--- config.mk ---
export PLATFORM = sky130hd
export DESIGN_NAME = lpddr4_ca_serializer
export DESIGN_NICKNAME = d
export VERILOG_FILES = /design/src/rtl/lpddr4_pkg.sv /design/src/rtl/lpddr4_tick_fifo.sv /design/src/rtl/lpddr4_ca_serializer.sv
export SDC_FILE = /design/constraint.sdc
export NUM_CORES = 1
export LEC_CHECK = 0
export CAP_MARGIN = 20
export CORE_MARGIN = 2
export CORE_UTILIZATION = 62
export CTS_CLUSTER_SIZE = 40
export DETAILED_ROUTE_END_ITERATION = 10
export GPL_ROUTABILITY_DRIVEN = 0
export PLACE_DENSITY_LB_ADDON = 0.08
export SLEW_MARGIN = 5
export SYNTH_ARGS = -nofsm -noshare
export SYNTH_HDL_FRONTEND = slang
export SYNTH_HIERARCHICAL = 1
export SYNTH_SLANG_ARGS = --single-unit
--- constraint.sdc ---
create_clock -name sys_clk -period 3.8 [get_ports sys_clk]
set_input_delay 0.76 -clock sys_clk [delete_from_list [all_inputs] [get_ports sys_clk]]
set_output_delay 0.76 -clock sys_clk [all_outputs]
set_load 0.02 [all_outputs]
--- src/rtl/lpddr4_pkg.sv ---
// Shared types and command encoders for the LPDDR4 CA serializer.
// Each encoder returns up to four {cs, ca} ticks plus the number of valid ticks.
package lpddr4_pkg;

  typedef enum logic [2:0] {
    CMD_NOP  = 3'd0,
    CMD_ACT  = 3'd1,
    CMD_RD   = 3'd2,
    CMD_WR   = 3'd3,
    CMD_PRE  = 3'd4,
    CMD_PREA = 3'd5,
    CMD_REF  = 3'd6,
    CMD_REFA = 3'd7
  } cmd_type_e;

  typedef struct packed {
    logic       cs;
    logic [5:0] ca;
  } ca_tick_t;

  typedef ca_tick_t [3:0] tick_arr_t;

  typedef struct packed {
    tick_arr_t  ticks;
    logic [2:0] n;
  } enc_t;

  localparam logic [2:0] MAX_TICKS = 3'd4;

  function automatic ca_tick_t mk_tick(input logic cs, input logic [5:0] ca);
    ca_tick_t t;
    t.cs = cs;
    t.ca = ca;
    return t;
  endfunction

  // Concatenations are written CA5..CA0 so that ca[i] carries CAi.
  function automatic enc_t enc_act(input logic [2:0] ba, input logic [15:0] r);
    enc_t e;
    e.n        = MAX_TICKS;
    e.ticks[0] = mk_tick(1'b1, {r[15], r[14], r[13], r[12], 1'b0, 1'b1});
    e.ticks[1] = mk_tick(1'b0, {r[10], r[11], 1'b0, ba[2], ba[1], ba[0]});
    e.ticks[2] = mk_tick(1'b1, {r[9], r[8], r[7], r[6], 1'b1, 1'b1});
    e.ticks[3] = mk_tick(1'b0, r[5:0]);
    return e;
  endfunction

  // c holds column bits C9..C2 (c[0] is C2).
  function automatic enc_t enc_cas(input logic is_wr, input logic [2:0] ba,
                                   input logic [7:0] c, input logic bl, input logic ap);
    enc_t e;
    e.n = MAX_TICKS;
    if (is_wr) begin
      e.ticks[0] = mk_tick(1'b1, {bl, 1'b0, 1'b0, 1'b1, 1'b0, 1'b0});
    end else begin
      e.ticks[0] = mk_tick(1'b1, {bl, 1'b0, 1'b0, 1'b0, 1'b1, 1'b0});
    end
    e.ticks[1] = mk_tick(1'b0, {ap, c[7], 1'b0, ba[2], ba[1], ba[0]});
    e.ticks[2] = mk_tick(1'b1, {c[6], 1'b1, 1'b0, 1'b0, 1'b1, 1'b0});
    e.ticks[3] = mk_tick(1'b0, c[5:0]);
    return e;
  endfunction

  function automatic enc_t enc_pre_ref(input logic is_ref, input logic ab, input logic [2:0] ba);
    enc_t e;
    e.n = 3'd2;
    if (is_ref) begin
      e.ticks[0] = mk_tick(1'b1, {ab, 1'b0, 1'b1, 3'b000});
    end else begin
      e.ticks[0] = mk_tick(1'b1, {ab, 1'b1, 4'b0000});
    end
    e.ticks[1] = mk_tick(1'b0, {3'b000, ba});
    e.ticks[2] = '0;
    e.ticks[3] = '0;
    return e;
  endfunction

  function automatic enc_t enc_nop();
    enc_t e;
    e = '0;
    return e;
  endfunction

endpackage

--- src/rtl/lpddr4_tick_fifo.sv ---
// Tick FIFO: up to four writes and NPHASES in-order reads per cycle.
// Reads are combinational; phases beyond the available count read as DES.
module lpddr4_tick_fifo
  import lpddr4_pkg::*;
#(
  parameter int NPHASES = 4,
  parameter int DEPTH   = 16
) (
  input  logic                          clk,
  input  logic                          rst_n,
  input  logic [2:0]                    wr_n,
  input  tick_arr_t                     wr_data,
  output ca_tick_t [NPHASES-1:0]        rd_data,
  output logic [$clog2(DEPTH):0]        count,
  output logic [$clog2(DEPTH):0]        count_next
);

  localparam int AW = $clog2(DEPTH);
  localparam int CW = AW + 1;

  ca_tick_t          mem_r [DEPTH];
  logic [AW-1:0]     wr_ptr_r;
  logic [AW-1:0]     rd_ptr_r;
  logic [CW-1:0]     count_r;
  logic [CW-1:0]     rd_n_s;
  logic [CW-1:0]     count_next_s;

  // Number of ticks drained this cycle and resulting occupancy.
  always_comb begin
    rd_n_s = CW'(NPHASES);
    if (count_r < CW'(NPHASES)) begin
      rd_n_s = count_r;
    end else begin
      rd_n_s = CW'(NPHASES);
    end
    count_next_s = count_r + CW'(wr_n) - rd_n_s;
  end

  // Pointer and occupancy state; the upstream handshake guarantees no overflow.
  always_ff @(posedge clk or negedge rst_n) begin
    if (!rst_n) begin
      wr_ptr_r <= '0;
      rd_ptr_r <= '0;
      count_r  <= '0;
    end else begin
      wr_ptr_r <= wr_ptr_r + AW'(wr_n);
      rd_ptr_r <= rd_ptr_r + AW'(rd_n_s);
      count_r  <= count_next_s;
    end
  end

  // Tick storage; all ticks of one command land in the same cycle.
  always_ff @(posedge clk) begin
    for (int i = 0; i < 4; i++) begin
      if (3'(i) < wr_n) begin
        mem_r[wr_ptr_r + AW'(i)] <= wr_data[i];
      end
    end
  end

  // Per-phase read data, DES where no tick is available.
  always_comb begin
    rd_data = '0;
    for (int j = 0; j < NPHASES; j++) begin
      if (CW'(j) < rd_n_s) begin
        rd_data[j] = mem_r[rd_ptr_r + AW'(j)];
      end else begin
        rd_data[j] = '0;
      end
    end
  end

  assign count      = count_r;
  assign count_next = count_next_s;

endmodule

--- src/rtl/lpddr4_ca_serializer.sv ---
// LPDDR4 CA serializer: encodes one command per sys_clk into CS/CA ticks
// and streams them contiguously, NPHASES ticks per cycle, onto the DFI phases.
module lpddr4_ca_serializer
  import lpddr4_pkg::*;
#(
  parameter int NPHASES    = 4,
  parameter int TICK_DEPTH = 16,
  parameter int ROW_W      = 16,
  parameter int COL_W      = 10
) (
  input  logic                   sys_clk,
  input  logic                   sys_rst_n,
  input  logic                   cmd_valid,
  output logic                   cmd_ready,
  input  logic [2:0]             cmd_type,
  input  logic [2:0]             cmd_bank,
  input  logic [ROW_W-1:0]       cmd_row,
  input  logic [COL_W-1:0]       cmd_col,
  input  logic                   cmd_bl,
  input  logic                   cmd_ap,
  output logic [NPHASES-1:0]     dfi_cs,
  output logic [6*NPHASES-1:0]   dfi_ca,
  output logic                   busy
);

  localparam int CW = $clog2(TICK_DEPTH) + 1;

  logic [15:0]            row16_s;
  logic [9:0]             col10_s;
  logic                   unused_col_s;
  enc_t                   enc_s;
  logic                   acc_s;
  logic [2:0]             wr_n_s;
  ca_tick_t [NPHASES-1:0] rd_data_s;
  logic [CW-1:0]          count_s;
  logic [CW-1:0]          count_next_s;

  assign row16_s      = 16'(cmd_row);
  assign col10_s      = 10'(cmd_col);
  assign unused_col_s = &{1'b0, col10_s[1:0]};

  // Command encoding.
  always_comb begin
    enc_s = enc_nop();
    case (cmd_type_e'(cmd_type))
      CMD_ACT:  enc_s = enc_act(cmd_bank, row16_s);
      CMD_RD:   enc_s = enc_cas(1'b0, cmd_bank, col10_s[9:2], cmd_bl, cmd_ap);
      CMD_WR:   enc_s = enc_cas(1'b1, cmd_bank, col10_s[9:2], cmd_bl, cmd_ap);
      CMD_PRE:  enc_s = enc_pre_ref(1'b0, 1'b0, cmd_bank);
      CMD_PREA: enc_s = enc_pre_ref(1'b0, 1'b1, cmd_bank);
      CMD_REF:  enc_s = enc_pre_ref(1'b1, 1'b0, cmd_bank);
      CMD_REFA: enc_s = enc_pre_ref(1'b1, 1'b1, cmd_bank);
      default:  enc_s = enc_nop();
    endcase
  end

  // Accepted commands enqueue all their ticks at once; NOP enqueues none.
  always_comb begin
    acc_s = cmd_valid & cmd_ready;
    if (acc_s) begin
      wr_n_s = enc_s.n;
    end else begin
      wr_n_s = 3'd0;
    end
  end

  lpddr4_tick_fifo #(
    .NPHASES (NPHASES),
    .DEPTH   (TICK_DEPTH)
  ) u_fifo (
    .clk        (sys_clk),
    .rst_n      (sys_rst_n),
    .wr_n       (wr_n_s),
    .wr_data    (enc_s.ticks),
    .rd_data    (rd_data_s),
    .count      (count_s),
    .count_next (count_next_s)
  );

  // Registered DFI outputs and handshake; ready tracks the occupancy the FIFO will hold.
  always_ff @(posedge sys_clk or negedge sys_rst_n) begin
    if (!sys_rst_n) begin
      cmd_ready <= 1'b0;
      busy      <= 1'b0;
      dfi_cs    <= '0;
      dfi_ca    <= '0;
    end else begin
      cmd_ready <= (CW'(TICK_DEPTH) - count_next_s) >= CW'(4);
      busy      <= (count_s != '0);
      for (int j = 0; j < NPHASES; j++) begin
        dfi_cs[j]         <= rd_data_s[j].cs;
        dfi_ca[6*j +: 6]  <= rd_data_s[j].ca;
      end
    end
  end

endmodule

==> flow_summary.json, run 1 <==
{
  "initial_core_util_pct": 63.0,
  "yosysTopAreaCellShare_pct": 24.5,
  "final_common_cell": "nand2_1",
  "skew_ns": 0.0190,
  "finalHoldViolCount": 0,
  "path_max_fanout": 17,
  "first_pass_iters": 7,
  "async_reset_ff_share_pct": 27.7,
  "wl_per_cell_um": 30.2,
  "root_buffer": "clkbuf_16",
  "drc": 0,
  "post_cts_resize_count": 0,
  "drtIter0Drc": 2584,
  "grt_pass1_vias": 12124,
  "holdBufCountCts": 0,
  "via_per_inst": 7.90,
  "rsz0062_at_grt": "no",
  "layout_common_cells": "126 x nand2_1, 112 x mux4_2, 112 x edfxtp_1",
  "yosysTopAreaCell": "edfxtp_1",
  "clock_latency_ns": 0.44,
  "area_growth_syn_to_layout_pct": 12.6,
  "fillers": 1569,
  "drtAntennaViolNets": 0,
  "die_h_um": 153,
  "synth_edf_count": 112,
  "htree_levels": 4,
  "vias": 13394,
  "port_buffers": 64,
  "cts_tree": "yes",
  "die_area_um2": 23400,
  "ff2ff_setup_slack_ns": 0.56,
  "max_freq_ghz": 0.289,
  "synth.avg_cell_area_um2": 10.0,
  "seq_area_frac_synth_pct": 32.3,
  "drv_slew": 0,
  "fin_ws_ns": 0.334,
  "p_per_area_nw_per_um2": 934,
  "crit_required_ns": 3.85,
  "register_area_um2": 4440,
  "grt_max_degree": 91,
  "setup-tns-final_ns": 0,
  "dp_hpwl_um": 35800,
  "cp-start-kind": "primary input",
  "grt_use_total_pct": 43.8,
  "syn_inst": 1375,
  "synthFlopType": "edfxtp_1",
  "synth.distinct_cells": 70,
  "core_um2": 21800,
  "final_nets": 1462,
  "ys_ff_latch": 155,
  "critPathCaptureType": "register",
  "holdCritPathClass": "in2async",
  "finalSetupViolations": 0,
  "cts_setup_buffers": 0,
  "io_pins": 67,
  "num_rows": 54,
  "crit_arrival_ns": 3.52,
  "fin_area_um2": 15500,
  "drt-total-wl_um": 51200,
  "path_class": "in2reg",
  "die_w_um": 153,
  "fin_crit_ns": 3.47,
  "run_status": "completed",
  "clockBufferDepth": 2,
  "cts_sinks": 155,
  "yosysWarnings": 6,
  "netlist_area_um2": 13700,
  "grt_overflow": 0,
  "post-place-ws_ns": -0.0178,
  "drive_above_1_share_pct": 19.8,
  "timing.final.crit_share_pct": 91.2,
  "yosys-top-cells-area": "edfxtp_1 24%, mux4_2 18%, dfrtp_1 7.8%, o31ai_1 4.8%, a211oi_1 4.4%",
  "r2r_cells": 5,
  "clk_pin_slew_ns": 0.07,
  "antenna_cells": 0,
  "ir_worst_vdd_mv": 1.22,
  "p_leak_uw": 0.00546,
  "worst_pin_slew_ns": 1.19,
  "placedInstanceArea_um2": 14900,
  "antenna_found_initial": 2,
  "worst_slew_margin_rel_pct": 20.5,
  "grt_pass1_wl_um": 76500,
  "numCtsBuffers": 17,
  "multi_input_area_um2": 8500,
  "cap_viol_max_count": 0
}
## sequential cells by signal, indices dropped and copies added (netlist names)
register and flops:
busy 1, cmd_ready 1, dfi_ca 24, dfi_cs 4, u_fifo/count 5, u_fifo/mem_r 112
u_fifo/rd_ptr_r 4, u_fifo/wr_ptr_r 4
## worst paths after layout
| check | endpoint | startpoint |
|---|---|---|
| hold reg to reg | busy | u_fifo/count[4] |
| max in group asynchronous | dfi_ca[5] | sys_rst_n |
| setup / recovery | u_fifo/mem_r[6][6] | cmd_type[0] |
| setup reg to reg | u_fifo/mem_r[6][6] | u_fifo/wr_ptr_r[1] |
| hold / removal | u_fifo/rd_ptr_r[3] | sys_rst_n |
| min in group sys_clk | busy | u_fifo/count[4] |
## worst max-delay path, cell delays in order
cell             delay (ns)
clkdlybuf4s50_1        0.48
nor2_1                 0.06
nor2_2                 0.09
and3_1                 0.21
buf_4                  0.22
a21oi_1                0.09
buf_12                 0.18
nor4_1                 0.77
nor2_1                 0.21
o211ai_1               0.44
## logic make-up (layout without fill, tap and decap cells)
family                     after synthesis  in the layout  synth area share [%]
AOI/OAI and AO/OA                      390            390                  20.1
xor gates and xnor gates                17             17                  1.14
adders and majority gates               23             23                  2.37
buffers and inverters                  203            234                  6.40
DFF                                    155            155                  32.3
muxes                                  162            162                  22.0
other                                    3             12                0.0819
and+or+nand+nor                        422            422                  15.6
## stage by stage
step / util (%) / hold WS, ns / std cells / total power, µW
floorplan: - / 0.443 / 1384 / 9480
global placement: 68.1 / 0.467 / 1662 / 12000
detailed placement: 68.1 / 0.467 / 1662 / 12200
CTS: 70.8 / 0.488 / 1694 / 14000
global route: 70.9 / 0.164 / 1695 / 14900
finish: 70.9 / 0.165 / 1695 / 14500
## synthesized netlist by cell type (all sizes together) (12+ instances only)
cell,count
or4,12
o31ai,87
clkbuf,100
a41oi,13
nor4,46
nand3,19
buf,67
nor3,39
o22ai,46
a22oi,14
nor2,113
dfrtp,43
o21ai,46
a211oi,81
a21oi,16
a31oi,29
mux4,112
nand2,126
mux2i,50
edfxtp,112
a221oi,12
inv,36
ha,18
## where the power goes
| group | internal (µW) | switching, µW | total (µW) |
|---|---|---|---|
| clock | 1040 | 735 | 1770 |
| sequential | 2630 | 640 | 3270 |
| combinational | 3850 | 5570 | 9420 |
| total | 7510 | 6950 | 14500 |
## layer usage
layer  global-route usage (%)  routed length [µm]  vias to the layer above
li1                         -                   -                     5514
met1                     57.7               17100                     6135
met2                     64.0               21300                     1391
met3                     14.9                8810                      352
met4                     24.3                4040                        2
met5                        0                  16                        -
## final cells by class
| cell class | instances | share of cell area (%) |
|---|---|---|
| multi-input cells | 1026 | 54.9 |
| flip-flops and latches | 155 | 28.7 |
| repair buffers | 166 | 9.38 |
| clock buffers | 18 | 2.77 |
| well taps | 280 | 2.26 |
| clock inverters | 14 | 1.09 |
| inverters | 36 | 0.873 |
(Power assumes the default switching activity.)
==> run 2: changes to the inputs <==
Settings changed: ABC_CLOCK_PERIOD_IN_PS set to 3800, HOLD_SLACK_MARGIN set to 0.15.
==> results of run 2 <==
No change in the layout: final DEF, timing and power equal those of run 1.
